[src/rtl/strobe_pkg.sv]
// Shared definitions for the multi-channel strobe generator: channel state
// encoding, default period shift and the period-to-terminal-count helper.
package strobe_pkg;

  typedef enum logic [0:0] {
    ST_IDLE = 1'b0,
    ST_RUN  = 1'b1
  } chan_state_e;

  localparam int DEF_SHIFT = 6;

  // Zero-extends a period (or phase) field and scales it to counter units.
  function automatic logic [31:0] calc_limit(input logic [31:0] value, input int unsigned shift);
    return value << shift;
  endfunction

endpackage

[src/rtl/multi_strobe_gen_if.sv]
// Register-file side bundle of the strobe generator. The phase bus exists only
// when MULTI_STROBE_PHASE_EN is defined.
interface multi_strobe_gen_if #(
  parameter int CHANNELS = 4,
  parameter int CMP_W    = 8
);
  logic [CHANNELS-1:0]       enable;
  logic [CHANNELS-1:0]       oneshot;
  logic [CHANNELS*CMP_W-1:0] period;
  logic [CHANNELS-1:0]       trigger;
  logic                      sync;
  logic [CHANNELS-1:0]       strobe;
  logic [CHANNELS-1:0]       busy;
`ifdef MULTI_STROBE_PHASE_EN
  logic [CHANNELS*CMP_W-1:0] phase;

  modport master (output enable, oneshot, period, trigger, sync, phase, input strobe, busy);
  modport slave  (input enable, oneshot, period, trigger, sync, phase, output strobe, busy);
`else
  modport master (output enable, oneshot, period, trigger, sync, input strobe, busy);
  modport slave  (input enable, oneshot, period, trigger, sync, output strobe, busy);
`endif
endinterface

[src/rtl/strobe_chan.sv]
// One strobe channel: counter, IDLE/RUN state and registered strobe/busy.
// A sync or an enable rising edge reloads the counter from phase_i.
module strobe_chan
  import strobe_pkg::*;
#(
  parameter int CNT_W = 16,
  parameter int CMP_W = 8,
  parameter int SHIFT = DEF_SHIFT
) (
  input  logic             clk,
  input  logic             reset,
  input  logic             enable_i,
  input  logic             oneshot_i,
  input  logic             trigger_i,
  input  logic             sync_i,
  input  logic [CMP_W-1:0] period_i,
  input  logic [CMP_W-1:0] phase_i,
  output logic             strobe_o,
  output logic             busy_o
);

  localparam logic [0:0] S_IDLE = ST_IDLE;
  localparam logic [0:0] S_RUN  = ST_RUN;

  logic [0:0]       state_q, state_d;
  logic [CNT_W-1:0] count_q, count_d;
  logic             strobe_q, strobe_d;
  logic             busy_q;
  logic             enable_q;
  logic             oneshot_q;
  logic [CNT_W-1:0] limit_s;
  logic [CNT_W-1:0] load_s;
  logic             terminal_s;

  assign limit_s    = CNT_W'(calc_limit(32'(period_i), SHIFT));
  assign load_s     = CNT_W'(calc_limit(32'(phase_i), SHIFT));
  assign terminal_s = (count_q >= limit_s);

  // Next-state decode in priority order: disable, sync/enable-rise, trigger, mode change, compare.
  always_comb begin
    state_d  = state_q;
    count_d  = count_q;
    strobe_d = 1'b0;
    if (!enable_i) begin
      state_d = S_IDLE;
      count_d = '0;
    end else if (sync_i || !enable_q) begin
      count_d = load_s;
      if (!oneshot_i) begin
        state_d = S_RUN;
      end else begin
        state_d = state_q;
      end
    end else if (oneshot_i && trigger_i) begin
      state_d = S_RUN;
      count_d = '0;
    end else if (oneshot_i && !oneshot_q) begin
      // Leaving periodic mode: a terminal count reached this cycle still strobes.
      state_d  = S_IDLE;
      count_d  = '0;
      strobe_d = (state_q == S_RUN) && terminal_s;
    end else if (!oneshot_i) begin
      state_d = S_RUN;
      if (terminal_s) begin
        strobe_d = 1'b1;
        count_d  = '0;
      end else begin
        count_d  = count_q + {{(CNT_W-1){1'b0}}, 1'b1};
      end
    end else if (state_q == S_RUN) begin
      if (terminal_s) begin
        strobe_d = 1'b1;
        state_d  = S_IDLE;
        count_d  = '0;
      end else begin
        count_d  = count_q + {{(CNT_W-1){1'b0}}, 1'b1};
      end
    end else begin
      count_d = '0;
    end
  end

  // Channel state registers.
  always_ff @(posedge clk) begin
    if (reset) begin
      state_q   <= S_IDLE;
      count_q   <= '0;
      strobe_q  <= 1'b0;
      busy_q    <= 1'b0;
      enable_q  <= 1'b0;
      oneshot_q <= 1'b0;
    end else begin
      state_q   <= state_d;
      count_q   <= count_d;
      strobe_q  <= strobe_d;
      busy_q    <= (state_d == S_RUN);
      enable_q  <= enable_i;
      oneshot_q <= oneshot_i;
    end
  end

  assign strobe_o = strobe_q;
  assign busy_o   = busy_q;

endmodule

[src/rtl/multi_strobe_gen.sv]
// Multi-channel strobe generator top: unpacks period/phase buses and fans out
// sync to CHANNELS strobe_chan instances. Phase input via MULTI_STROBE_PHASE_EN.
module multi_strobe_gen
  import strobe_pkg::*;
#(
  parameter int CHANNELS = 4,
  parameter int CNT_W    = 16,
  parameter int CMP_W    = 8,
  parameter int SHIFT    = DEF_SHIFT
) (
  input logic               clk,
  input logic               reset,
  multi_strobe_gen_if.slave bus
);

  if ((CMP_W + SHIFT > CNT_W) || (CHANNELS < 1) || (CHANNELS > 8)) begin : g_cfg_err
    $error("multi_strobe_gen: invalid CHANNELS/CNT_W/CMP_W/SHIFT combination");
  end

  logic [CHANNELS-1:0] strobe_s;
  logic [CHANNELS-1:0] busy_s;

  for (genvar i = 0; i < CHANNELS; i++) begin : g_chan
    logic [CMP_W-1:0] phase_s;
`ifdef MULTI_STROBE_PHASE_EN
    assign phase_s = bus.phase[i*CMP_W +: CMP_W];
`else
    assign phase_s = '0;
`endif

    strobe_chan #(
      .CNT_W (CNT_W),
      .CMP_W (CMP_W),
      .SHIFT (SHIFT)
    ) u_chan (
      .clk       (clk),
      .reset     (reset),
      .enable_i  (bus.enable[i]),
      .oneshot_i (bus.oneshot[i]),
      .trigger_i (bus.trigger[i]),
      .sync_i    (bus.sync),
      .period_i  (bus.period[i*CMP_W +: CMP_W]),
      .phase_i   (phase_s),
      .strobe_o  (strobe_s[i]),
      .busy_o    (busy_s[i])
    );
  end

  assign bus.strobe = strobe_s;
  assign bus.busy   = busy_s;

endmodule

[src/flat_wrapper.sv]
// flat-port wrapper written by rule: the top's interface ports become plain ports
module multi_strobe_gen_flat import strobe_pkg::*;
#(
  parameter int CHANNELS = 4,
  parameter int CNT_W    = 16,
  parameter int CMP_W    = 8,
  parameter int SHIFT    = DEF_SHIFT
)
  (clk, reset, bus_enable, bus_oneshot, bus_period, bus_trigger, bus_sync, bus_strobe, bus_busy);
  multi_strobe_gen_if #(.CHANNELS(CHANNELS), .CMP_W(CMP_W)) bus_i ();
  input logic clk;
  input logic reset;
  input wire logic [$bits(bus_i.enable)-1:0] bus_enable;
  input wire logic [$bits(bus_i.oneshot)-1:0] bus_oneshot;
  input wire logic [$bits(bus_i.period)-1:0] bus_period;
  input wire logic [$bits(bus_i.trigger)-1:0] bus_trigger;
  input wire logic [$bits(bus_i.sync)-1:0] bus_sync;
  output wire logic [$bits(bus_i.strobe)-1:0] bus_strobe;
  output wire logic [$bits(bus_i.busy)-1:0] bus_busy;
  assign bus_i.enable = bus_enable;
  assign bus_i.oneshot = bus_oneshot;
  assign bus_i.period = bus_period;
  assign bus_i.trigger = bus_trigger;
  assign bus_i.sync = bus_sync;
  assign bus_strobe = bus_i.strobe;
  assign bus_busy = bus_i.busy;
  multi_strobe_gen #(.CHANNELS(CHANNELS), .CNT_W(CNT_W), .CMP_W(CMP_W), .SHIFT(SHIFT)) u_core (.clk(clk), .reset(reset), .bus(bus_i));
endmodule
[config.mk]
export PLATFORM = sky130hd
export DESIGN_NAME = multi_strobe_gen_flat
export DESIGN_NICKNAME = d
export VERILOG_FILES = /design/src/rtl/strobe_pkg.sv /design/src/rtl/multi_strobe_gen_if.sv /design/src/rtl/strobe_chan.sv /design/src/rtl/multi_strobe_gen.sv /design/src/flat_wrapper.sv
export SDC_FILE = /design/constraint.sdc
export NUM_CORES = 1
export LEC_CHECK = 0
export CORE_ASPECT_RATIO = 1.25
export CORE_MARGIN = 4
export CORE_UTILIZATION = 31
export CTS_CLUSTER_DIAMETER = 100
export CTS_CLUSTER_SIZE = 28
export DETAILED_ROUTE_END_ITERATION = 6
export PLACE_DENSITY = 0.46
export RECOVER_POWER = 50
export SYNTH_ARGS = -nofsm -noshare
export SYNTH_HDL_FRONTEND = slang
export SYNTH_SLANG_ARGS = --single-unit
[constraint.sdc]
create_clock -name clk -period 2.7 [get_ports clk]
set_input_delay 0.54 -clock clk [delete_from_list [all_inputs] [get_ports clk]]
set_output_delay 0.54 -clock clk [all_outputs]
set_load 0.1 [all_outputs]
==> flow_metrics.tcl <==
set metrics [dict create \
    outcome "completed" \
    cts_buffers 9 \
    grt_overflow 0 \
    ioPinCount 55 \
    use_met1 0.1406 \
    synth_xor_area_frac 0.09970 \
    yosys.area_share.simple 0.2358 \
    clock.fmax_ghz 0.4103 \
    postCtsSetupBuffers 0 \
    synth_ff_type "dfxtp_1" \
    crit_path_start_kind "input port" \
    gp_congestion 0.7914 \
    grt_pass1_wl_microns 14460 \
    worst_clock_skew_ns 0.005557 \
    pwr-share-clk 0.474 \
    port_buffers 54 \
    fin_cells 717 \
    crit_path_end_kind "register" \
    drc 0 \
    multiInputGateArea_sq_um 2238 \
    cts-htree-levels 3 \
    synth-compound-area-share 0.08273 \
    drv_cap 0 \
    grtUsageMet2 0.1985 \
    root_buffer "clkbuf_16" \
    cp_max_fo 6 \
    synth_top_family_by_area "simple AND/OR/NAND/NOR gates" \
    synthMuxAreaShare 0 \
    grt_antenna_before_repair 0 \
    rsz0062_at_grt "false" \
    hpwl_microns 6765 \
    clockBufferDepth 2 \
    dp_slack_ns -0.05008 \
    fin_crit_sh 0.9026 \
    ys_types 45 \
    p_sw_frac 0.2132 \
    dp.cells 702 \
    grt_usage 0.1165 \
    p_leak_uw 0.001968 \
    grt_start_max_net_pins 16 \
    gr-max-usage-layer "met2" \
    final-seq-area_sq_um 1602 \
    vias 3292 \
    insertion_delay_ns 0.33 \
    worst_ep_required_time_ns 2.97 \
    hold_buffers 0 \
    ant_nets 0 \
    start_util 0.3203 \
    pwr-share-comb 0.068 \
    worst_slew_pin_slew_ns 1.233 \
    synthAdderAreaFrac 0.1212 \
    slew_headroom 0.1816 \
    cts_resized 0 \
    hold_class "reg -> reg" \
    setup_viol 0 \
    diodes 0 \
    p_int_uw 2069 \
    die_w_microns 111.2 \
    clk_pin_slew_ns 0.06 \
    pwr-share-seq 0.458 \
    p_per_area_nw_per_um2 514.0 \
    period_minus_slack_ns 2.437 \
    synthArstFlopShare 0 \
    synth_cells 482 \
    synth_edf_count 0 \
    fp-row-count 46 \
    dieArea_sq_um 15240 \
    synth.cell_area_sq_um 4129 \
    ys.warnings.count 0 \
    die_h_microns 137.0 \
    vias_per_cell 4.591 \
    core_area_sq_um 12890 \
    fill_cells 1397 \
    worst-endpoint-arrival_ns 2.71 \
    synth.avg_cell_area_sq_um 8.566 \
    finalHoldViolations 0 \
    drtIter0Drc 65 \
    final.setup.tns_ns 0 \
    tritoncts "done" \
    finalWorstSetupSlack_ns 0.2630 \
    dr.pass1.iters 4 \
    power.net_switching_uw 560.7 \
    drt-total-wl_microns 8680 \
    use_met3 0.03671 \
    vdd_drop_max_v 0.0002437 \
    final_nets 632 \
    ys_seq_area_frac 0.3879 \
    grt_pass1_vias 3120 \
    layout-drive-gt1-share 0.04736 \
    finalMaxSlewViolations 0 \
    synthToLayoutAreaGrowth_pct 23.94 \
    post_drt_wl_per_cell_microns 12.11 \
    synth.ff_latch_count 80 \
    final_util 0.3969 \
    crit_type "in -> reg" \
    cts.sinks 80 \
]
final timing paths:
path | start | endpoint | slack (ns) | depth (start not counted)
worst max-delay path | bus_period[19] | u_core.g_chan[2].u_chan.count_q[10] | 0.26 | 9
worst min-delay path | u_core.g_chan[0].u_chan.count_q[0] | u_core.g_chan[0].u_chan.count_q[0] | 0.46 | 1
worst max register to register | u_core.g_chan[2].u_chan.count_q[9] | u_core.g_chan[2].u_chan.count_q[10] | 0.53 | 7
worst min register to register | u_core.g_chan[0].u_chan.count_q[0] | u_core.g_chan[0].u_chan.count_q[0] | 0.46 | 1
layout by cell type, fill, tap and decap left out, types with 9 or more instances in the layout:
master	netlist	layout
nor2_1	82	82
dfxtp_1	80	80
inv_1	55	55
clkdlybuf4s50_1	0	42
ha_1	40	40
xnor2_1	28	28
nand3_1	23	23
nand2_1	21	21
xor2_1	19	19
nand4_1	15	15
and3_1	11	11
nor3_1	10	10
a21oi_1	9	9
o21ai_0	8	9
clkbuf_16	0	9
clkbuf_1	3	9
final cells by class:
type                    count  share of cell area
multi-input cells         337              0.4374
clock buffers              12             0.05208
inverters                  55             0.04034
flip-flops and latches     80              0.3130
repair buffers             62              0.1083
well taps                 168             0.04108
clock inverters             3            0.007824
worst max-delay path, cell delays in order:
cell	delay (ns)
clkdlybuf4s50_1	0.45
inv_1	0.04
ha_1	0.30
a21o_2	0.24
a2111oi_4	0.32
o21ai_0	0.16
a2111o_1	0.39
buf_4	0.17
nor2_1	0.10
Yosys cell counts (all sizes together) (2+ instances only):
master,number,area share
nor3b,2,0.0036
xnor2,28,0.059
nor2b,8,0.012
nor4,8,0.012
a21boi,3,0.0055
a21o,3,0.0058
ha,40,0.12
nand3,23,0.028
a311oi,3,0.0064
or2,2,0.0030
or3,2,0.0030
nand2,21,0.019
inv,55,0.050
buf,10,0.019
a211oi,3,0.0055
dfxtp,80,0.39
clkbuf,3,0.0027
nand2b,4,0.0061
nor2,82,0.075
a221oi,2,0.0042
a21oi,9,0.011
nor3,10,0.012
a31oi,8,0.012
xor2,19,0.040
nand3b,2,0.0036
nand4,15,0.023
and3,11,0.017
and4,4,0.0085
o21ai,9,0.012
cell families after synthesis:
kind of cell | Yosys count
fa+ha+maj | 40
compound gates | 47
simple gates | 199
buf+inv | 68
flops | 80
xor+xnor | 47
other cells | 1
registers in the layout (all words and copies together), names as in the netlist:
| name | count |
|---|---|
| u_core.g_chan.u_chan.busy_o | 4 |
| u_core.g_chan.u_chan.count_q | 64 |
| u_core.g_chan.u_chan.enable_q | 4 |
| u_core.g_chan.u_chan.oneshot_q | 4 |
| u_core.g_chan.u_chan.strobe_o | 4 |
per-layer routing:
| metal | vias up | part of all wire |
|---|---|---|
| met3 | 8 | 0.040 |
| met4 | 0 | 0.014 |
| met1 | 1497 | 0.45 |
| met2 | 40 | 0.49 |
| li1 | 1747 | - |
| met5 | - | 0 |
power by group through the flow:
| stage | sequential, uW | clock (uW) | combinational (uW) |
|---|---|---|---|
| after floorplan | 1230 | 0 | 93.5 |
| after global placement | 1230 | 0 | 185 |
| after detailed placement | 1230 | 0 | 187 |
| after CTS | 1200 | 1290 | 188 |
| after global routing | 1200 | 1340 | 199 |
| final | 1200 | 1250 | 179 |
per-stage QoR:
stage,hold slack (ns),area (sq um),total power [uW]
6_report,0.4586,5117,2630
5_1_grt,0.5074,5117,2748
4_1_cts,0.4632,5160,2680
3_5_place_dp,0.4499,4853,1416
3_3_place_gp,0.4415,4853,1415
2_1_floorplan,0.4257,4140,1320
(Power assumes the default switching activity.)
